--- src/rtl/clock_div_ctrl.sv ---
// clock_div_ctrl: programmable clock divider with run/stop/single-step control
// and a debounced step push-button.
module clock_div_ctrl #(
  parameter int CNT_W        = 23,
  parameter int HALF_DEFAULT = 5999999,
  parameter int DB_CYCLES    = 120000
) (
  input  logic             clock_in,
  input  logic             nReset,
  input  logic [1:0]       mode,
  input  logic [CNT_W-1:0] half_period,
  input  logic             load,
  input  logic             step_btn,
  output logic             clock_out,
  output logic             tick,
  output logic             busy
);
  localparam int DB_W = $clog2(DB_CYCLES + 1);
  localparam logic [DB_W-1:0] DB_LAST = DB_W'(DB_CYCLES - 1);
  localparam logic [2:0] IDLE = 3'd0, RUN = 3'd1, STOPPING = 3'd2, STEP_HI = 3'd3, STEP_LO = 3'd4;
  logic [2:0]       state;
  logic [CNT_W-1:0] count, half_reg, cnt_nxt;
  logic [1:0]       sync;
  logic [DB_W-1:0]  db_cnt;
  logic             acc, acc_d, step_evt, phase_end, run_mode;
  assign phase_end = count >= half_reg;
  assign cnt_nxt   = phase_end ? '0 : count + 1'b1;
  assign step_evt  = acc & ~acc_d;
  assign run_mode  = mode == 2'b01;
  assign busy      = state != IDLE;
  always_ff @(posedge clock_in or negedge nReset)
    if (!nReset) begin
      sync   <= '0;
      acc    <= 1'b0;
      acc_d  <= 1'b0;
      db_cnt <= '0;
    end else begin
      sync  <= {sync[0], step_btn};
      acc_d <= acc;
      if (sync[1] == acc) db_cnt <= '0;
      else if (db_cnt == DB_LAST) begin
        acc    <= sync[1];
        db_cnt <= '0;
      end else db_cnt <= db_cnt + 1'b1;
    end
  always_ff @(posedge clock_in or negedge nReset)
    if (!nReset) half_reg <= CNT_W'(HALF_DEFAULT);
    else if (load) half_reg <= half_period;
  always_ff @(posedge clock_in or negedge nReset)
    if (!nReset) begin
      state     <= IDLE;
      count     <= '0;
      clock_out <= 1'b0;
      tick      <= 1'b0;
    end else begin
      tick <= 1'b0;
      case (state)
        IDLE: begin
          count <= '0;
          if (run_mode) state <= RUN;
          else if (mode == 2'b10 && step_evt) begin
            state     <= STEP_HI;
            clock_out <= 1'b1;
            tick      <= 1'b1;
          end
        end
        RUN: begin
          count <= cnt_nxt;
          if (!run_mode && !clock_out) begin
            state <= IDLE;
            count <= '0;
          end else if (phase_end) begin
            clock_out <= ~clock_out;
            tick      <= ~clock_out;
            if (!run_mode) state <= IDLE;
          end else if (!run_mode) state <= STOPPING;
        end
        STOPPING, STEP_HI: begin
          count <= cnt_nxt;
          if (phase_end) begin
            clock_out <= 1'b0;
            state     <= state == STEP_HI ? STEP_LO : IDLE;
          end
        end
        STEP_LO: begin
          count <= cnt_nxt;
          if (phase_end) state <= IDLE;
        end
        default: begin
          state     <= IDLE;
          count     <= '0;
          clock_out <= 1'b0;
        end
      endcase
    end
endmodule

--- config.mk ---
export PLATFORM = sky130hd
export DESIGN_NAME = clock_div_ctrl
export DESIGN_NICKNAME = d
export VERILOG_FILES = /design/src/rtl/clock_div_ctrl.sv
export SDC_FILE = /design/constraint.sdc
export NUM_CORES = 1
export LEC_CHECK = 0
export CAP_MARGIN = 20
export CORE_UTILIZATION = 29
export DETAILED_ROUTE_END_ITERATION = 16
export GPL_ROUTABILITY_DRIVEN = 0
export PLACE_DENSITY = 0.58
export RECOVER_POWER = 100
export SLEW_MARGIN = 40
export SYNTH_ARGS = -nofsm -noshare
export SYNTH_HDL_FRONTEND = slang
export SYNTH_SLANG_ARGS = --single-unit
--- constraint.sdc ---
create_clock -name clock_in -period 2.95 [get_ports clock_in]
set_input_delay 0.885 -clock clock_in [delete_from_list [all_inputs] [get_ports clock_in]]
set_output_delay 0.885 -clock clock_in [all_outputs]
set_load 0.01 [all_outputs]
==> impl_metrics.py, run 1 <==
metrics = {
    "status": {
        "status": "finished, final reports clean",
    },
    "floorplan": {
        "die_w_um": 116,
        "rows": 41,
        "core_mm2": 0.0126,
        "die_area_mm2": 0.0133,
        "die_y_um": 116,
        "ios": 32,
        "initial_utilization_pct": 29.7,
    },
    "synth": {
        "synth_fp_nets": 441,
        "async_flop_share_pct": 100,
        "synthFlopType": "dfrtp_1",
        "ys_seq_area_share_pct": 48.8,
        "ys_ff_latch": 72,
        "ys_types": 47,
        "yosys_warnings": 0,
        "synth-edff-count": 0,
        "netlist_instances": 387,
        "syn_area_per_cell_um2": 9.65,
        "synth_area_mm2": 0.00374,
    },
    "job": {
        "drv_cap": 0,
    },
    "routing": {
        "vias": 2750,
        "drtIter0Drc": 131,
        "drc": 0,
        "avgRoutedWirePerCell_um": 12.3,
        "routed_wl_mm": 7.36,
        "antenna_left": 0,
        "firstDrtPassIters": 4,
        "viasPerCell": 4.58,
    },
    "worst_setup_path": {
        "critical_path_required_ns": 2.07,
        "critical_path.top_delay_family": "buffers and inverters",
        "reg2reg_to": "count[18]",
        "r2r_cells": 9,
        "worstSetupPathType": "reg2out",
        "r2r_start": "half_reg[17]",
        "slowest_delay_ns": 0.62,
        "r2r_slack_ns": 0.40,
        "crit_fanout": 10,
        "slowest_stage": "dlygate4sd3_1",
        "crit_arrival_ns": 1.83,
        "cp-start-kind": "flop",
        "path_cells": "or3_1 -> dlygate4sd3_1",
        "cp-end-kind": "output pin",
        "critPathBufInv": 1,
    },
    "power_and_ir_drop": {
        "ir_worst_vdd_uv": 265,
        "power_density_mw_per_mm2": 577,
        "power.share.combinational_pct": 15.9,
        "p_int_mw": 1.88,
        "power.share.sequential_pct": 45.6,
        "leakagePower_nw": 2.02,
        "swShare_pct": 27.5,
        "power.net_switching_mw": 0.710,
        "clock_power_share_pct": 38.4,
    },
    "sta": {
        "rsz0062_at_grt": "no",
        "drv_slew": 0,
        "slew_headroom_pct": 23.4,
        "tns_ns": 0,
        "worst_pin_slew_ns": 1.14,
        "finClkSkew_ns": 0.00923,
        "post-route-period-util_pct": 92.0,
        "fmax_mhz": 368,
        "finalHoldViolations": 0,
        "min_period_ns": 2.71,
        "finalSetupViolations": 0,
    },
    "global_route": {
        "grt_max_degree": 56,
        "grt_pass1_vias": 2837,
        "grt_pass1_wl_mm": 13.0,
        "antenna_found_initial": 0,
        "track_usage_pct": 12.7,
        "overflow": 0,
    },
    "layout": {
        "drive_gt1_share_pct": 9.58,
        "multi_input_area_mm2": 0.00173,
        "fin_nets": 477,
        "utilization_pct": 35.6,
        "area_growth_pct": 19.9,
        "antenna_cells": 0,
        "final_common_cell": "dfrtp_1",
        "layout_common_cells": "dfrtp_1, nor2_1, nand2_1",
        "fill_cells": 1297,
        "ff_latch_area_mm2": 0.00182,
    },
    "clocking": {
        "path_clk_slew_ns": 0.05,
        "cts_tree": "built",
        "post_cts_buffers": 0,
        "worstSkewPairLatency_ns": 0.34,
        "ctsResizeCount": 0,
        "root_buffer": "clkbuf_16",
        "h-tree-depth": 3,
        "cts_buffer_depth": 2,
        "cts_made_buffers": 9,
        "cts_sinks": 72,
        "holdBufCountCts": 0,
    },
    "hold_path": {
        "hp-class": "reg2reg",
        "min_to": "sync[1]",
        "worst_hold_startpoint": "sync[0]",
        "hold_depth": 0,
    },
    "placed_design": {
        "dp_hpwl_mm": 5.24,
        "port-buffer-count": 31,
    },
}
==> cells by family (layout without fill, tap and decap cells) <==
logic type	after synthesis	in the layout	synth area share (%)
fa+ha+maj	25	25	8.37
simple gates	161	161	21.1
buf+inv	37	78	4.15
compound gates	52	52	8.07
xor+xnor	37	37	8.67
mux	3	3	0.871
flops	72	72	48.8
==> routing by layer <==
metal | vias up | wire length (µm) | GRT usage (%)
met1 | 1335 | 3310 | 14.7
met5 | - | 0 | 0
met3 | 9 | 284 | 3.92
met4 | 0 | 115 | 5.19
li1 | 1373 | - | -
met2 | 33 | 3650 | 21.8
==> synthesized netlist by cell type, types with 4 or more instances <==
| library cell | count | area (µm²) |
|---|---|---|
| and3_1 | 9 | 56.3 |
| xor2_1 | 29 | 254 |
| nor2_2 | 10 | 62.6 |
| nand2_1 | 45 | 169 |
| o21ai_0 | 25 | 125 |
| nor2_1 | 43 | 161 |
| dfstp_2 | 16 | 420 |
| inv_1 | 26 | 97.6 |
| a21oi_1 | 14 | 70.1 |
| nand3_1 | 19 | 95.1 |
| xnor2_1 | 8 | 70.1 |
| clkbuf_1 | 8 | 30.0 |
| dfrtp_1 | 56 | 1400 |
| and2_1 | 4 | 25.0 |
| nand4_1 | 10 | 62.6 |
| ha_1 | 25 | 313 |
| nor3_1 | 5 | 25.0 |
==> metrics by stage <==
stage	total power, mW	setup WS, ns	instances	hold WS, ns	area [µm²]
2_1_floorplan	1.47	0.790	387	0.331	3740
3_3_place_gp	1.60	0.421	584	0.334	4260
3_5_place_dp	1.63	0.387	584	0.336	4260
4_1_cts	2.65	0.327	600	0.349	4530
5_1_grt	2.74	0.157	600	0.359	4480
6_report	2.59	0.236	600	0.348	4480
==> area by class of cell <==
class / count / share of cell area (%)
Clock buffer: 13 / 5.59
Clock inverter: 3 / 0.391
Inverter: 26 / 2.18
Multi-Input combinational cell: 278 / 38.6
Sequential cell: 72 / 40.7
Tap cell: 172 / 4.80
Timing Repair Buffer: 36 / 7.74
==> power by group through the flow <==
stage / clock network [mW] / registers [mW] / logic, mW
2_1_floorplan: 0 / 1.16 / 0.304
3_3_place_gp: 0 / 1.19 / 0.415
3_5_place_dp: 0 / 1.20 / 0.432
4_1_cts: 1.03 / 1.18 / 0.435
5_1_grt: 1.07 / 1.19 / 0.479
6_report: 0.993 / 1.18 / 0.412
==> worst max-delay path by stage <==
stage	slack (ns)	cells past startpoint	start	endpoint
global route	0.16	2	state[0]	busy
detailed placement	0.39	8	mode[0]	count[17]
CTS	0.33	2	state[0]	busy
floorplan	0.79	9	half_reg[22]	count[11]
finish	0.24	2	state[0]	busy
global placement	0.42	8	mode[0]	count[6]
(Power assumes the default switching activity.)
==> inputs of run 2 (changes only) <==
==> constraint.sdc (replaced) <==
create_clock -name clock_in -period 3.15 [get_ports clock_in]
set_input_delay 0.945 -clock clock_in [delete_from_list [all_inputs] [get_ports clock_in]]
set_output_delay 0.945 -clock clock_in [all_outputs]
set_load 0.01 [all_outputs]
==> run 2 against run 1 <==
  * Design area is 0.75% higher
  * Utilization rose by 0.27 points
  * First-iteration DRC count is 22% lower
  * Critical endpoint unchanged
  * Die area unchanged
  * Sequential share of layout area shrank 0.30 points
  * Register-to-register slack improved by 0.21 ns
  * Power shrank 3.2%
  * Largest cell class unchanged
  * Setup slack gained 0.15 ns
  * Clock skew fell by 0.00061 ns
  * Non-clock buffer count is 1 lower
==> impl_metrics.py, run 2 (synthesis gave the netlist of run 1 again) <==
metrics = {
    "worst_setup_path": {
        "r2r_start": "half_reg[17]",
        "r2r_cells": 9,
        "path_depth": 2,
        "critical_path.top_delay_family": "buffers and inverters",
        "crit_arrival_ns": 1.82,
        "critical_path_required_ns": 2.20,
        "reg2reg_to": "count[2]",
        "crit_end": "busy",
        "slowest_delay_ns": 0.61,
        "r2r_slack_ns": 0.61,
        "crit_start": "state[2]",
        "cp-start-kind": "flop",
        "worstSetupPathType": "reg2out",
        "path_cells": "or3_1 -> dlygate4sd3_1",
        "cp-end-kind": "output pin",
        "critPathBufInv": 1,
        "slowest_stage": "dlygate4sd3_1",
        "crit_fanout": 9,
    },
    "layout": {
        "instances_no_fill": 599,
        "fin_nets": 476,
        "drive_gt1_share_pct": 10.8,
        "antenna_cells": 0,
        "area_growth_pct": 20.8,
        "utilization_pct": 35.9,
        "layout_common_cells": "dfrtp_1, nor2_1, nand2_1",
        "final_common_cell": "dfrtp_1",
        "fin_area_mm2": 0.00451,
    },
    "placed_design": {
        "dp.cells": 583,
        "dpl_worst_slack_ns": 0.570,
        "dp_hpwl_mm": 5.07,
        "place_area_mm2": 0.00424,
        "port-buffer-count": 31,
    },
    "routing": {
        "vias": 2697,
        "drtIter0Drc": 102,
        "drc": 0,
        "avgRoutedWirePerCell_um": 11.9,
        "routed_wl_mm": 7.12,
        "viasPerCell": 4.50,
        "antenna_left": 0,
        "firstDrtPassIters": 4,
    },
    "sta": {
        "finalSetupViolations": 0,
        "setup_ws_ns": 0.384,
        "drv_slew": 0,
        "slew_headroom_pct": 8.97,
        "tns_ns": 0,
        "hold_ws_ns": 0.349,
        "fmax_mhz": 362,
        "post-route-period-util_pct": 87.8,
        "rsz0062_at_grt": "no",
        "finalHoldViolations": 0,
        "min_period_ns": 2.77,
        "worst_pin_slew_ns": 1.37,
        "finClkSkew_ns": 0.00862,
    },
    "status": {
        "status": "finished, final reports clean",
    },
    "global_route": {
        "overflow": 0,
        "track_usage_pct": 12.4,
        "grt_pass1_wl_mm": 12.9,
        "antenna_found_initial": 0,
        "grt_pass1_vias": 2839,
        "grt_max_degree": 50,
    },
    "hold_path": {
        "hp-class": "reg2reg",
        "hold_depth": 0,
    },
    "clocking": {
        "ctsResizeCount": 0,
        "cts_buffer_depth": 2,
        "cts_sinks": 72,
        "post_cts_buffers": 0,
        "path_clk_slew_ns": 0.06,
        "worstSkewPairLatency_ns": 0.33,
        "holdBufCountCts": 0,
        "root_buffer": "clkbuf_16",
        "h-tree-depth": 3,
        "cts_tree": "built",
        "cts_made_buffers": 9,
    },
    "floorplan": {
        "rows": 41,
        "die_y_um": 116,
        "ios": 32,
        "die_w_um": 116,
        "die_area_mm2": 0.0133,
        "core_mm2": 0.0126,
        "initial_utilization_pct": 29.7,
    },
    "power_and_ir_drop": {
        "leakagePower_nw": 2.04,
        "power_density_mw_per_mm2": 555,
        "power_mw": 2.50,
        "ir_worst_vdd_uv": 244,
    },
    "job": {
        "drv_cap": 0,
    },
}
-- run 2: worst min path at each step --
stage                 start       to
detailed placement  sync[0]  sync[1]
global placement    sync[0]  sync[1]
finish              sync[0]  sync[1]
CTS                 sync[0]  sync[1]
global route        sync[0]  sync[1]
floorplan           sync[0]  sync[1]
-- run 2: area by class of cell --
type	count	area, µm²
fillers	1296	8050
clock buffers	11	243
inverters	26	97.6
flip-flops and latches	72	1820
multi-input cells	278	1740
repair buffers	35	344
clock inverters	5	56.3
well taps	172	215
-- run 2: where the power goes --
| part | switching [mW] | internal, mW | leakage (nW) |
|---|---|---|---|
| combinational | 0.197 | 0.184 | 0.990 |
| clock | 0.389 | 0.633 | 0.145 |
| sequential | 0.0793 | 1.02 | 0.906 |
-- run 2: layer usage --
metal | vias up | share of wire [%] | track usage [%]
met5 | - | 0 | 0
met4 | 0 | 1.2 | 4.42
met3 | 9 | 3.1 | 3.03
met2 | 24 | 49 | 21.4
met1 | 1289 | 47 | 15.0
li1 | 1375 | - | -
==> inputs of run 3 (changes only) <==
--- a/config.mk
+++ b/config.mk
@@ -6,12 +6,15 @@
 export NUM_CORES = 1
 export LEC_CHECK = 0
 export CAP_MARGIN = 20
+export CELL_PAD_IN_SITES_DETAIL_PLACEMENT = 1
+export CELL_PAD_IN_SITES_GLOBAL_PLACEMENT = 2
 export CORE_UTILIZATION = 29
+export CTS_CLUSTER_DIAMETER = 150
 export DETAILED_ROUTE_END_ITERATION = 16
 export GPL_ROUTABILITY_DRIVEN = 0
-export PLACE_DENSITY = 0.58
+export PLACE_DENSITY = 0.77
 export RECOVER_POWER = 100
-export SLEW_MARGIN = 40
+export SLEW_MARGIN = 20
 export SYNTH_ARGS = -nofsm -noshare
 export SYNTH_HDL_FRONTEND = slang
 export SYNTH_SLANG_ARGS = --single-unit
==> run 3 against run 2 <==
  * The run now ends with max-capacitance violations, max-slew violations left
  * Die area unchanged
  * Non-clock buffer count up 2
  * Maximum frequency about the same
  * Cell count up 0.33%
  * Flip-flop and latch count unchanged
  * Clock skew up 0.0013 ns
  * Critical path depth unchanged
  * Design area down 0.61%
  * Wire length up 14%
  * Hold slack better by 0.0043 ns
  * Critical endpoint unchanged
  * Largest power group unchanged
==> impl_metrics.py, run 3 (synthesis gave the netlist of run 1 again) <==
metrics = {
    "hold_path": {
        "hp-class": "reg2reg",
        "hold_depth": 0,
    },
    "clocking": {
        "path_clk_slew_ns": 0.06,
        "cts_sinks": 72,
        "cts_made_buffers": 9,
        "holdBufCountCts": 0,
        "cts_buffer_depth": 2,
        "ctsResizeCount": 0,
        "h-tree-depth": 3,
        "root_buffer": "clkbuf_16",
        "post_cts_buffers": 0,
        "worstSkewPairLatency_ns": 0.33,
        "cts_tree": "built",
    },
    "global_route": {
        "track_usage_pct": 13.8,
        "grt_max_degree": 73,
        "grt_pass1_wl_mm": 14.1,
        "grt_pass1_vias": 2914,
        "overflow": 0,
        "antenna_found_initial": 0,
    },
    "layout": {
        "area_growth_pct": 20.1,
        "ff_latch_area_mm2": 0.00182,
        "fill_cells": 1464,
        "final_common_cell": "dfrtp_1",
        "fin_nets": 478,
        "drive_gt1_share_pct": 10.7,
        "layout_common_cells": "dfrtp_1, nor2_1, nand2_1",
        "antenna_cells": 0,
        "multi_input_area_mm2": 0.00173,
        "instances_no_fill": 601,
    },
    "floorplan": {
        "die_area_mm2": 0.0133,
        "rows": 41,
        "die_y_um": 116,
        "ios": 32,
        "initial_utilization_pct": 29.7,
        "die_w_um": 116,
        "core_mm2": 0.0126,
    },
    "sta": {
        "hold_ws_ns": 0.353,
        "tns_ns": 0,
        "finalHoldViolations": 0,
        "min_period_ns": 2.77,
        "rsz0062_at_grt": "no",
        "drv_slew": 73,
        "slew_headroom_pct": -21.0,
        "finClkSkew_ns": 0.00988,
        "worst_pin_slew_ns": 1.81,
        "post-route-period-util_pct": 87.8,
        "fmax_mhz": 361,
        "finalSetupViolations": 0,
    },
    "routing": {
        "vias": 2812,
        "drc": 0,
        "routed_wl_mm": 8.13,
        "avgRoutedWirePerCell_um": 13.5,
        "drtIter0Drc": 108,
        "firstDrtPassIters": 4,
        "viasPerCell": 4.68,
        "antenna_left": 0,
    },
    "worst_setup_path": {
        "slowest_delay_ns": 0.61,
        "worstSetupPathType": "reg2out",
        "crit_arrival_ns": 1.82,
        "r2r_cells": 9,
        "cp-end-kind": "output pin",
        "critical_path_required_ns": 2.20,
        "crit_fanout": 10,
        "cp-start-kind": "flop",
        "slowest_stage": "dlygate4sd3_1",
        "path_cells": "or3_1 -> dlygate4sd3_1",
    },
    "power_and_ir_drop": {
        "swShare_pct": 28.6,
        "ir_worst_vdd_uv": 201,
        "power.share.combinational_pct": 15.9,
        "clock_power_share_pct": 39.2,
        "power.net_switching_mw": 0.705,
        "power_density_mw_per_mm2": 549,
        "p_int_mw": 1.76,
        "leakagePower_nw": 2.03,
        "power.share.sequential_pct": 44.9,
    },
    "status": {
        "status": "complete, but fails checks",
        "failed_checks": "max-capacitance violations, max-slew violations",
    },
    "placed_design": {
        "dp_hpwl_mm": 5.85,
        "port-buffer-count": 31,
        "dp.cells": 585,
    },
    "job": {
        "drv_cap": 1,
    },
}
run 3: per-stage QoR:
step	cell area [µm²]	worst slack, ns	power, mW	util [%]
global placement	4260	0.595	1.51	33.9
CTS	4540	0.477	2.52	36.1
finish	4490	0.384	2.46	35.7
global route	4490	0.312	2.62	35.7
detailed placement	4260	0.517	1.53	33.9
floorplan	3740	0.990	1.37	-
run 3: worst max-delay path, delay by kind of cell (launching register included):
| family | cells | cell delay, ns |
|---|---|---|
| buffers and inverters | 1 | 0.61 |
| AND/OR/NAND/NOR | 1 | 0.39 |
| flip-flops | 1 | 0.48 |
run 3: power groups by stage:
stage	Combinational [mW]	Clock (mW)	Sequential [mW]
after global routing	0.457	1.04	1.12
after floorplan	0.284	0	1.09
final	0.393	0.966	1.11
after CTS	0.416	1.00	1.11
after detailed placement	0.412	0	1.12
after global placement	0.393	0	1.12
run 3: worst paths after layout:
check | start | endpoint | slack, ns
min | sync[0] | sync[1] | 0.35
max reg2reg | half_reg[17] | count[3] | 0.51
max in group asynchronous | nReset | count[15] | 0.89
min in group asynchronous | nReset | half_reg[9] | 1.15
max | state[0] | busy | 0.38
min reg2reg | sync[0] | sync[1] | 0.35
run 3: cell type report:
cell class | count | share of cell area, %
clock buffer | 10 | 5.33
clock inverter | 6 | 0.948
sequential | 72 | 40.6
timing repair buffer | 37 | 7.50
tap | 172 | 4.80
inverter | 26 | 2.18
multi-input combinational | 278 | 38.7
run 3: per-layer routing:
metal	track usage, %	share of wire, %	vias up	routed length (µm)
li1	-	-	1372	-
met2	24.1	50	32	4080
met3	3.19	3.0	10	243
met5	0	0	-	0
met1	16.7	46	1398	3710
met4	4.42	1.1	0	91
